**src/rtl/gf180mcu_fd_sc_mcu9t5v0__rsn_seq_pkg.sv**
```systemverilog
// Shared types and helpers for the RN/SETN preset-clear sequencer.
// Holds the FSM state encoding, the pulse/guard counter width helper and
// the lower bounds that the top clamps its parameters against.
package gf180mcu_fd_sc_mcu9t5v0__rsn_seq_pkg;

  localparam int MIN_SYNC_STAGES  = 2;
  localparam int MIN_PULSE_CYCLES = 1;
  localparam int MIN_GUARD_CYCLES = 1;

  typedef enum logic [2:0] {
    ST_RST_SYNC  = 3'd0,
    ST_IDLE      = 3'd1,
    ST_CLR_PULSE = 3'd2,
    ST_SET_PULSE = 3'd3,
    ST_GUARD     = 3'd4
  } state_e;

  // Width needed to hold the larger of the pulse and guard reload values.
  function automatic int cnt_width(input int pulse, input int guard);
    int m;
    m = (pulse > guard) ? pulse : guard;
    return (m < 1) ? 1 : $clog2(m + 1);
  endfunction

  // Raise an out-of-range parameter to its legal minimum.
  function automatic int clamp_min(input int value, input int lo);
    return (value < lo) ? lo : value;
  endfunction

endpackage

```
**src/rtl/gf180mcu_fd_sc_mcu9t5v0__rsn_sync.sv**
```systemverilog
// Reset-release synchronizer: asserts asynchronously, releases synchronously.
// The consuming FSM state register acts as the final stage of the chain, so
// the sequencer instantiates this with one flop fewer than its total depth.
module gf180mcu_fd_sc_mcu9t5v0__rsn_sync #(
  parameter int DEPTH = 1
) (
  input  logic clk_i,
  input  logic rst_ni,
  output logic sync_o
);

  logic [DEPTH-1:0] sync_q;

  // Shift a constant one through the chain once reset is released.
  always_ff @(posedge clk_i or negedge rst_ni) begin
    if (!rst_ni) begin
      sync_q <= '0;
    end else begin
      sync_q[0] <= 1'b1;
      for (int i = 1; i < DEPTH; i++) begin
        sync_q[i] <= sync_q[i-1];
      end
    end
  end

  assign sync_o = sync_q[DEPTH-1];

endmodule

```
**src/rtl/gf180mcu_fd_sc_mcu9t5v0__rsn_seq.sv**
```systemverilog
// Preset/clear sequencer for a bank of dffrsnq flops.
// Drives RN_O/SETN_O as mutually exclusive timed low pulses followed by a
// guard gap. Optional feature macro GF180MCU_RSN_SEQ_PENDING_EN adds one
// pending slot each for clear and set; without it every request that cannot
// be served immediately is discarded with a DROP pulse.
//
// Handshake: CLR_REQ/SET_REQ are single-cycle strobes with no ready; a
// request is accepted directly only at an edge where BUSY was low, otherwise
// it is stored (if a free slot exists) or discarded with DROP high for the
// following cycle. A slot full before the edge counts as full even if it is
// consumed on that same edge.
module gf180mcu_fd_sc_mcu9t5v0__rsn_seq
  import gf180mcu_fd_sc_mcu9t5v0__rsn_seq_pkg::*;
#(
  parameter int SYNC_STAGES  = 2,
  parameter int PULSE_CYCLES = 2,
  parameter int GUARD_CYCLES = 1
) (
  input  logic       CLK,
  input  logic       RN,
  input  logic       CLR_REQ,
  input  logic       SET_REQ,
  output logic       RN_O,
  output logic       SETN_O,
  output logic       BUSY,
  output logic       DROP,
  output logic [2:0] STATE_O
);

  localparam int SYNC_N  = clamp_min(SYNC_STAGES, MIN_SYNC_STAGES);
  localparam int PULSE_N = clamp_min(PULSE_CYCLES, MIN_PULSE_CYCLES);
  localparam int GUARD_N = clamp_min(GUARD_CYCLES, MIN_GUARD_CYCLES);
  localparam int CW      = cnt_width(PULSE_N, GUARD_N);
  localparam logic [CW-1:0] PULSE_LD = CW'(PULSE_N - 1);
  localparam logic [CW-1:0] GUARD_LD = CW'(GUARD_N - 1);

`ifdef GF180MCU_RSN_SEQ_PENDING_EN
  localparam bit PEND_EN = 1'b1;
`else
  localparam bit PEND_EN = 1'b0;
`endif

  state_e        state_q, state_d;
  logic [CW-1:0] cnt_q, cnt_d;
  logic          pend_clr_q, pend_clr_d;
  logic          pend_set_q, pend_set_d;
  logic          rn_o_q, setn_o_q, busy_q, drop_q;
  logic          sync_ok;
  logic          clr_direct, set_direct, clr_take, set_take;
  logic          clr_busy, set_busy, clr_store, set_store, drop_d;

  gf180mcu_fd_sc_mcu9t5v0__rsn_sync #(
    .DEPTH (SYNC_N - 1)
  ) u_sync (
    .clk_i  (CLK),
    .rst_ni (RN),
    .sync_o (sync_ok)
  );

  // Next-state, counter reload and pending-slot bookkeeping.
  always_comb begin
    state_d    = state_q;
    cnt_d      = cnt_q;
    clr_direct = 1'b0;
    set_direct = 1'b0;
    clr_take   = 1'b0;
    set_take   = 1'b0;
    case (state_q)
      ST_RST_SYNC: begin
        if (sync_ok) state_d = ST_IDLE;
      end
      ST_IDLE: begin
        // Stored requests (only possible from RST_SYNC) are served first.
        if (CLR_REQ || pend_clr_q) begin
          state_d    = ST_CLR_PULSE;
          cnt_d      = PULSE_LD;
          clr_take   = pend_clr_q;
          clr_direct = CLR_REQ && !pend_clr_q;
        end else if (SET_REQ || pend_set_q) begin
          state_d    = ST_SET_PULSE;
          cnt_d      = PULSE_LD;
          set_take   = pend_set_q;
          set_direct = SET_REQ && !pend_set_q;
        end
      end
      ST_CLR_PULSE, ST_SET_PULSE: begin
        if (cnt_q == '0) begin
          state_d = ST_GUARD;
          cnt_d   = GUARD_LD;
        end else begin
          cnt_d = cnt_q - CW'(1);
        end
      end
      ST_GUARD: begin
        if (cnt_q == '0) begin
          if (pend_clr_q) begin
            state_d  = ST_CLR_PULSE;
            cnt_d    = PULSE_LD;
            clr_take = 1'b1;
          end else if (pend_set_q) begin
            state_d  = ST_SET_PULSE;
            cnt_d    = PULSE_LD;
            set_take = 1'b1;
          end else begin
            state_d = ST_IDLE;
          end
        end else begin
          cnt_d = cnt_q - CW'(1);
        end
      end
      default: state_d = ST_RST_SYNC;
    endcase

    clr_busy   = CLR_REQ && !clr_direct;
    set_busy   = SET_REQ && !set_direct;
    clr_store  = PEND_EN && clr_busy && !pend_clr_q;
    set_store  = PEND_EN && set_busy && !pend_set_q;
    pend_clr_d = (pend_clr_q && !clr_take) || clr_store;
    pend_set_d = (pend_set_q && !set_take) || set_store;
    drop_d     = (clr_busy && !clr_store) || (set_busy && !set_store);
  end

  // FSM registers with outputs registered from the next state.
  always_ff @(posedge CLK or negedge RN) begin
    if (!RN) begin
      state_q    <= ST_RST_SYNC;
      cnt_q      <= '0;
      pend_clr_q <= 1'b0;
      pend_set_q <= 1'b0;
      rn_o_q     <= 1'b0;
      setn_o_q   <= 1'b1;
      busy_q     <= 1'b1;
      drop_q     <= 1'b0;
    end else begin
      state_q    <= state_d;
      cnt_q      <= cnt_d;
      pend_clr_q <= pend_clr_d;
      pend_set_q <= pend_set_d;
      rn_o_q     <= (state_d != ST_RST_SYNC) && (state_d != ST_CLR_PULSE);
      setn_o_q   <= (state_d != ST_SET_PULSE);
      busy_q     <= (state_d != ST_IDLE);
      drop_q     <= drop_d;
    end
  end

  assign RN_O    = rn_o_q;
  assign SETN_O  = setn_o_q;
  assign BUSY    = busy_q;
  assign DROP    = drop_q;
  assign STATE_O = state_q;

endmodule

```
**config.mk**
```make
export PLATFORM = sky130hd
export DESIGN_NAME = gf180mcu_fd_sc_mcu9t5v0__rsn_seq
export DESIGN_NICKNAME = d
export VERILOG_FILES = /design/src/rtl/gf180mcu_fd_sc_mcu9t5v0__rsn_seq_pkg.sv /design/src/rtl/gf180mcu_fd_sc_mcu9t5v0__rsn_sync.sv /design/src/rtl/gf180mcu_fd_sc_mcu9t5v0__rsn_seq.sv
export SDC_FILE = /design/constraint.sdc
export NUM_CORES = 1
export LEC_CHECK = 0
export BUFFER_PORTS_ARGS = -buffer_cell sky130_fd_sc_hd__buf_2
export CAP_MARGIN = 20
export CORE_AREA = 2 2 39 41
export DETAILED_ROUTE_END_ITERATION = 8
export DIE_AREA = 0 0 41 43
export PLACE_DENSITY = 0.76
export RECOVER_POWER = 25
export SLEW_MARGIN = 0
export SYNTH_ARGS = -nofsm -noshare
export SYNTH_HDL_FRONTEND = slang
export SYNTH_HIERARCHICAL = 1
export SYNTH_SLANG_ARGS = --single-unit
```
**constraint.sdc**
```tcl
create_clock -name CLK -period 3.7 [get_ports CLK]
set_input_delay 0.555 -clock CLK [delete_from_list [all_inputs] [get_ports CLK]]
set_output_delay 0.555 -clock CLK [all_outputs]
set_load 0.05 [all_outputs]
```
### Word level (Yosys, flattened, before mapping)

Index checks and enable logic that the tools add are counted.

* register bits: 12
* input bits: 4
* output and inout bits: 7

* add/sub/neg operators: 1
* equal/unequal tests: 9
* multiplexer cells: 30
* reductions and logical operators: 22

Operators by type and width (count)
* two-way mux 2 bit: 8
* two-way mux 3 bit: 5
* two-way mux 1 bit: 13
* case mux 3 bit (4 select lines): 1
* logical AND 1 bit: 7
* equality test 3 x 2 -> 1 bit, second input constant: 2
* zero test 1 bit: 6
* != test 3 x 2 -> 1 bit, second input constant: 2
* case mux 2 bit (3 select lines): 1
* nonzero test 3 bit: 2
* != test 4 bit, second input constant: 1
* case mux 1 bit (2 select lines): 2
* equality test 3 x 1 -> 1 bit, second input constant: 1
* equality test 3 bit, second input constant: 1
* zero test 3 bit: 1
* logical OR 1 bit: 3
* != test 3 x 1 -> 1 bit, second input constant: 1
* != test 3 bit, second input constant: 1
* AND reduction 3 bit: 1
* zero test 2 bit: 1
* OR reduction 2 bit: 1
* subtractor 2 x 1 -> 2 bit, second input constant: 1

### Depth between registers and ports, before layout

Gate-level depths: netlist of the first run.

* depth in word-level cells: 8
* depth in mapped cells: 5
* mapped depth without buffers: 4

### Hierarchy

The synthesis of the first run kept the hierarchy.

Modules (own cells, without submodules)
* gf180mcu_fd_sc_mcu9t5v0__rsn_seq: instances 1, cells an instance 50, area an instance 564.3 um^2, sequential area each 277.8 um^2
* gf180mcu_fd_sc_mcu9t5v0__rsn_sync: instances 1, cells an instance 2, area an instance 28.8 um^2, sequential area each 25.0 um^2

### Worst setup path after synthesis of the first run

Ideal clock, no wire load.

* path type: reg2reg
* from: register state_q[1] (netlist: STATE_O[1])
* to: register rn_o_q (netlist: RN_O)
* arrival: 1544 ps
* data required time: 3576 ps
* slack: 2032 ps
* stages on the path, launching flop included: 6
* path buffers: 1
* period minus slack after synthesis: 1668 ps
* path through: dfrtp_1 > buf_2 > nor3b_1 > a311oi_2 > o22ai_2 > or2_1

* word-level cells in the longest chain between the ends: 5
* elaborated cells on any way between the ends: 15
* classes of those cells: eq/ne: 5; mux: 6; reduce/logical: 4

RTL lines
* start, declared: line gf180mcu_fd_sc_mcu9t5v0__rsn_seq.sv:43 `state_e state_q, state_d;`
* start signal, assigned: line gf180mcu_fd_sc_mcu9t5v0__rsn_seq.sv:135 `state_q <= state_d;`
* equality test 3 x 2 -> 1 bit: line gf180mcu_fd_sc_mcu9t5v0__rsn_seq.sv:68 `case (state_q)`
* OR reduction 2 bit: line gf180mcu_fd_sc_mcu9t5v0__rsn_seq.sv:68
* case mux 3 bit (4 select lines) *: line gf180mcu_fd_sc_mcu9t5v0__rsn_seq.sv:68
* via state_d[0]: line gf180mcu_fd_sc_mcu9t5v0__rsn_seq.sv:43
* != test 3 x 2 -> 1 bit or nonzero test 3 bit (tied branches): line gf180mcu_fd_sc_mcu9t5v0__rsn_seq.sv:139 `rn_o_q <= (state_d != ST_RST_SYNC) && (state_d != ST_CLR_PULSE);`
* logical AND 1 bit *: line gf180mcu_fd_sc_mcu9t5v0__rsn_seq.sv:139
* end signal, assigned: line gf180mcu_fd_sc_mcu9t5v0__rsn_seq.sv:139
* end, declared: line gf180mcu_fd_sc_mcu9t5v0__rsn_seq.sv:47 `logic rn_o_q, setn_o_q, busy_q, drop_q;`

Mark *: on every way through the listed nets, which the timed path passes. The rest lies on a longest branch.
A chain may end at the register's enable or synchronous reset.

### Worst setup path after layout of the first run

* from: register state_q[1] (netlist: STATE_O[1])
* to: output port STATE_O[1]

RTL lines
* end, declared: line gf180mcu_fd_sc_mcu9t5v0__rsn_seq.sv:27 `output logic [2:0] STATE_O`

No word-level cell between the ends.

==> results list, run 1 <==
* Number of buffers inserted by hold repair at cts: 0
- The initial antenna violation count came to 0.
- H-tree levels: 1
* Setup CP Type: flop to output pin
* Hold crit path type: input port to async pin
* Total Negative Setup Slacks: 0 ps
- Signed area change from the synthesized netlist to the final layout: 16.9%
- After layout, the worst path uses 47.5% of the clock period.
- Floorplan die area: 0.00176 mm^2
- At the end of the flow the core is filled with cells to 50.1%.
- Floorplan row count: 14
* Synthesized netlist cell count: 52
* Count of different cell masters after synthesis: 29
* Iteration count of the initial detailed-routing pass: 4
- Data arrival time of the worst path: 1200 ps
- Status: completed
* Die Height: roughly 43 um
- Post-cts sizing count: 0
- Post-Route Skew: 3.83 ps
- Yosys printed 6 warnings.
- The core region is approximately 0.0014 mm^2.
- In this run, synthesis produced a sequential element count of 12.
- Final HPWL DP: 781 um
- TritonCTS built the clock tree.
* Critical path required time: 3140 ps
* First-pass GRT wire length: about 1800 um
* Wire length per cell: about 13 um
- Max-slew violation count: 0
- Commonest cells after routing, fill and taps aside: 10 x sky130_fd_sc_hd__dfrtp_1, 9 x sky130_fd_sc_hd__buf_2, 6 x sky130_fd_sc_hd__nor2_1
- Critical Path, Cell by Cell: buf_2
* Slowest cell delay on critical path: around 580 ps
* Antenna cells: 0
- Number of I/O pins: 11
* Vias in the first global route: between 400 and 500
- Critical path buffers and inverters: 1
- Final nets: 70
- Maximum Capacitance Violations: 0
* Actual slew at the worst max-slew pin: 617 ps
- Clock transition at path regs: 80 ps
- Final Wtd Congestion: 0.821
- Yosys mapped a number of flops with a built-in enable equal to 0.
* Total routed wirelength: ~1100 um
- Initial drt markers: 3
- Once placement finished, the instance area stood at 658 um^2.
- Root Buffer: sky130_fd_sc_hd__clkbuf_4
- Mean Syn Cell Area: around 11 um^2
* Most used flip-flop cell after synthesis: sky130_fd_sc_hd__dfrtp_1
- The cell area that synthesis handed to floorplanning was between 500 and 600 um^2.
* Clock latency of the later-clocked register in the worst-skew pair: 280 ps
* Max_slew headroom: 58.8%
- In the synthesized netlist the async set-or-reset flop fraction comes to 100%.
- Summed over all cells, the static leakage comes to 0.000319 uW.
* Net count after synthesis: 56
* Cell family contributing the most delay on the critical path: flip-flops
- The worst setup path is launched from a flop.
* Setup Viol. Count Final: 0
- After detailed routing, the number of vias per cell comes to 5.41.
* Hold Vio Cnt, Final: 0
- VDD sags by at most 454 uV.
- Based on the critical path, the design can be clocked at up to 0.569 GHz.
- Max clock buf depth: 2
* CP Max Fanout: 12
- The die is 41 um wide.
* Post-CTS setup-driven buffer insertion count: 0
* Detailed-route via count: around 440
- Ratio of cells with drive above 1 in the final layout: a little under two fifths
* Sequential fraction of the synthesis area: 51.1%
- STA classifies the critical path endpoint as an output pin.
* Inserted Clock Buffers: 3
- Once the floorplan was initialized, standard cells occupied 42.9% of the core.
* Overall global routing resource usage: 16.4%
- Setup repair after global routing left no endpoint under its margin.
- Design area: a little under 700 um^2
- Summed over all layers, the global routing overflow is 0.
- The library cell used most frequently in the layout, excluding fill and tap cells, is sky130_fd_sc_hd__dfrtp_1.
- For this design, the sink count on the clock tree is 12.
* Residual DRC: 0
* Maximum number of pins on one net before global-route repair: 13
* Cell Pwr Density: ~950 mW/mm^2
- Once detail routing completed, the nets flagged for antenna violations numbered 0.
* Min cycle time layout: 1760 ps
- Number of I/O port buffers: 10
* Cell with the largest stage delay on the worst path: sky130_fd_sc_hd__dfrtp_1
## cells in the mapped netlist, types with 2 or more instances
| cell | instances | area share (%) |
|---|---|---|
| sky130_fd_sc_hd__nand2b_1 | 2 | 2.1 |
| sky130_fd_sc_hd__nand3b_1 | 2 | 2.5 |
| sky130_fd_sc_hd__a21oi_1 | 2 | 1.7 |
| sky130_fd_sc_hd__a31oi_1 | 2 | 2.1 |
| sky130_fd_sc_hd__nand2_1 | 3 | 1.9 |
| sky130_fd_sc_hd__dfstp_2 | 2 | 8.9 |
| sky130_fd_sc_hd__dfrtp_1 | 10 | 42 |
| sky130_fd_sc_hd__nor2_1 | 6 | 3.8 |
| sky130_fd_sc_hd__o21ai_0 | 3 | 2.5 |
## final cells by class
cell class	count	area [um^2]
multi-input combinational	39	285
tap	16	20.0
fill	128	691
timing repair buffer	10	48.8
sequential	12	303
clock buffer	4	36.3
## metal layers
layer	vias to the layer above	GRT usage [%]	wire (um)
met4	0	14.0	36
met3	4	3.14	50
met2	12	22.2	472
met5	-	0	0
li1	214	-	-
met1	208	21.4	518
## flip-flops by register name, summed over array words and instances, names as in the netlist
| register | cells |
|---|---|
| pend_clr_q | 1 |
| RN_O | 1 |
| pend_set_q | 1 |
| SETN_O | 1 |
| DROP | 1 |
| STATE_O | 3 |
| cnt_q | 2 |
| BUSY | 1 |
| u_sync/sync_o | 1 |
## worst register-to-register path, delay by kind of cell (launching register included)
| family | cells | cell delay (ps) |
|---|---|---|
| flops | 1 | 580 |
| compound gates | 2 | 420 |
| simple gates | 2 | 340 |
## metrics by stage
step / hold slack (ps) / std cells / setup WS [ps] / total power (uW)
2_1_floorplan: 259 / 52 / 2030 / 494
3_3_place_gp: 443 / 77 / 2030 / 556
3_5_place_dp: 448 / 77 / 2020 / 560
4_1_cts: 151 / 81 / 1950 / 664
5_1_grt: 319 / 81 / 1870 / 711
6_report: 255 / 81 / 1940 / 661
## path summary, 6_finish.rpt
kind / from / endpoint / slack, ps / depth (start not counted)
max: STATE_O[1] / STATE_O[1] / 1940 / 1
min reg2reg: cnt_q[1] / cnt_q[1] / 570 / 1
min in group CLK: cnt_q[1] / cnt_q[1] / 570 / 1
max in group asynchronous: RN / cnt_q[1] / 3050 / 1
min: RN / cnt_q[0] / 260 / 1
max reg2reg: STATE_O[1] / RN_O / 2250 / 4
## where the power goes
part	switching (uW)	total, uW	internal (uW)
sequential	51.3	228	177
combinational	213	328	115
clock	45.2	105	59.9
## cells by family after synthesis
| family | Yosys count | share of synthesized area [%] |
|---|---|---|
| AND/OR/NAND/NOR | 23 | 26.8 |
| AO/OA/AOI/OAI | 14 | 18.8 |
| other | 1 | 0.632 |
| buffers and inverters | 1 | 0.843 |
| multiplexers | 1 | 1.90 |
| flip-flops | 12 | 51.1 |
Note: power is estimated with default switching activity, not from simulation.
==> inputs of run 2 (changes only) <==
Clock period 3.7 ns to 1.8 ns, I/O delays scaled along.
==> results list, run 2 (synthesis gave the netlist of run 1 again) <==
- The die span in y is 43 um (unchanged).
- The total power per unit cell area was 1930 mW/mm^2 (+100%).
* Floorplan die area: 0.00176 mm^2 (unchanged)
* Number of flip-flops under the largest register name: 3 (unchanged)
- Number of cells traversed by the worst hold path: 3
- Total routed wirelength: 1060 um (-1.8%)
- The register-to-register setup slack was 360 ps (-1890 ps).
- VDD IR-drop max: 824 uV (+81%)
* Filler cell count in the final layout: 132 (+3.1%)
* Clock transition at path regs: 70 ps (about the same)
* Antenna cells: 0 (unchanged)
* Residual DRC: 0 (unchanged)
- For hold timing, the worst endpoint is DROP.
* Final HPWL DP: 781 um (about the same)
* Standby leakage power: 0.000323 uW (+1.3%)
- Die width: 41 um (unchanged)
* Antenna violations before repair: 0 (unchanged)
- The finished layout cell area was 703 um^2 (+1.4%).
- The number of buffers inserted during clock tree synthesis was 3 (unchanged).
- Beginning of the worst register-to-register path: STATE_O[1]
* Clock latency of the later-clocked register in the worst-skew pair: 270 ps (about the same)
- Maximum Capacitance Violations: 0 (unchanged)
- Derived from the worst setup path, the maximum achievable clock frequency is 0.683 GHz.
- The fraction of layout cells with a size suffix above 1 is 36.4% (-0.56 points).
- The core outline area was 0.00138 mm^2 (unchanged).
* Cell family contributing the most delay on the critical path: flip-flops
* Max_slew headroom: 57.3% (-1.6 points)
- Post-cts sizing count: 0 (unchanged)
- Initial drt markers: 4 (+1)
- The first-pass GRT wire length was 1730 um (-6.7%).
- The maximum net fanout on the critical path came to 12 (unchanged).
- Setup repair after global routing missed its margin: false
- The maximum number of pins on one net before global-route repair was 13 (unchanged).
* Total Negative Setup Slacks: 0 ps (unchanged)
* Number of cells on the worst reg-to-reg path: 4 (unchanged)
* Cell with the largest stage delay on the worst path: sky130_fd_sc_hd__dfrtp_1
- STA classifies the critical path startpoint as a flop.
- The buffering stage count on the worst path with inverters included came to 1 (unchanged).
* Post-CTS setup-driven buffer insertion count: 0 (unchanged)
- Crit. Startpoint: STATE_O[1]
- Effective utilization at floorplan: 42.9% (unchanged)
* Critical Path, Cell by Cell: buf_2
- The library cell used most frequently in the layout, excluding fill and tap cells, is sky130_fd_sc_hd__dfrtp_1.
- The setup skew after layout is 2.85 ps (-0.978 ps).
* RR Endpoint: RN_O
- Root Buffer: sky130_fd_sc_hd__clkbuf_4
- Commonest cells after routing, fill and taps aside: 10 x sky130_fd_sc_hd__dfrtp_1, 9 x sky130_fd_sc_hd__buf_2, 6 x sky130_fd_sc_hd__nor2_1
- The slew at the pin closest to its max-slew limit came to 641 ps (+23.4 ps).
* Data arrival time of the worst path: 1190 ps (about the same)
- From synthesis to final layout, the design area changed by 18.6%.
- Ratio of final minimum period to clock period: 81.4%
* Detailed-route via count: 425 (-3.0%)
- The number of clock sinks is 12 (unchanged).
- STA classifies the critical path endpoint as an output pin.
- Vias in the first global route: 389 (-6.9%)
- CTS tree: done
* Iteration count of the initial detailed-routing pass: 4 (unchanged)
* Wire length per cell: 12.9 um (-3.0%)
* Min cycle time layout: 1460 ps
* Slowest cell delay on critical path: 580 ps (about the same)
- Number of buffers inserted by hold repair at cts: 1 (+1)
- The total count of hold-check failures in the final report is 0 (unchanged).
* Worst hold margin: 296 ps (+40.5 ps)
- The total track usage was 14.9% (-1.5 points).
- Hold crit path type: input port to flop
- The standard-cell row count came to 14 (unchanged).
* Final nets: 71 (+1.4%)
- Number of I/O port buffers: 10 (unchanged)
- Setup CP Type: flop to output pin
* Critical path required time: 1530 ps (-1610 ps)
* Sum of overflow across all layers after global routing: 0 (unchanged)
- The final number of max-transition violations is 0 (unchanged).
- Status: completed
* Final Wtd Congestion: 0.782 (-4.7%)
* Antenna-violating nets left: 0 (unchanged)
- The cell area after placement was 658 um^2 (unchanged).
- The final-report setup violation count came to 0 (unchanged).
- Startpoint of the worst hold path: SET_REQ
- The top-level port count is 11 (unchanged).
- Per-cell via count in the routed design: 5.18 (-4.2%)
- H-tree levels: 1 (unchanged)
* Max clock buf depth: 2 (unchanged)
## run 2: worst reg2reg max path: stages (launching register included)
cell and delay, ps:
sky130_fd_sc_hd__dfrtp_1 580, sky130_fd_sc_hd__nor4b_1 130, sky130_fd_sc_hd__a311oi_2 270, sky130_fd_sc_hd__o22ai_2 140, sky130_fd_sc_hd__or2_1 220
## run 2: metrics by stage
| stage | instances | worst slack [ps] | total power, uW | utilization (%) |
|---|---|---|---|---|
| 3_3_place_gp | 77 | 372 | 1140 | 47.6 |
| 2_1_floorplan | 52 | 132 | 1020 | - |
| 3_5_place_dp | 77 | 358 | 1150 | 47.6 |
| 5_1_grt | 82 | 266 | 1450 | 50.8 |
| 4_1_cts | 82 | 335 | 1370 | 50.9 |
| 6_report | 82 | 335 | 1360 | 50.8 |
## run 2: layout make-up
type	instances	area (um^2)	area share, %
sequential	12	303	43.1
multi-input combinational	39	285	40.6
timing repair buffer	11	58.8	8.36
clock buffer	4	36.3	5.16
tap	16	20.0	2.85
## run 2: how the worst max path moves through the flow
stage	to	slack [ps]	cells past startpoint
floorplan	RN_O	130	5
detailed placement	RN_O	360	4
global placement	BUSY	370	4
finish	STATE_O[1]	340	1
global route	STATE_O[1]	270	1
CTS	STATE_O[1]	340	1
## run 2: report_power, final
group | internal, uW | switching, uW
sequential | 363 | 105
combinational | 238 | 441
clock | 123 | 88.0
total | 724 | 634
## run 2: per-layer routing
layer	up-vias	share of wire [%]	track usage, %
met5	-	0	0
met4	0	0.94	6.00
met3	2	5.1	6.28
met2	13	43	17.8
met1	192	51	23.0
li1	218	-	-
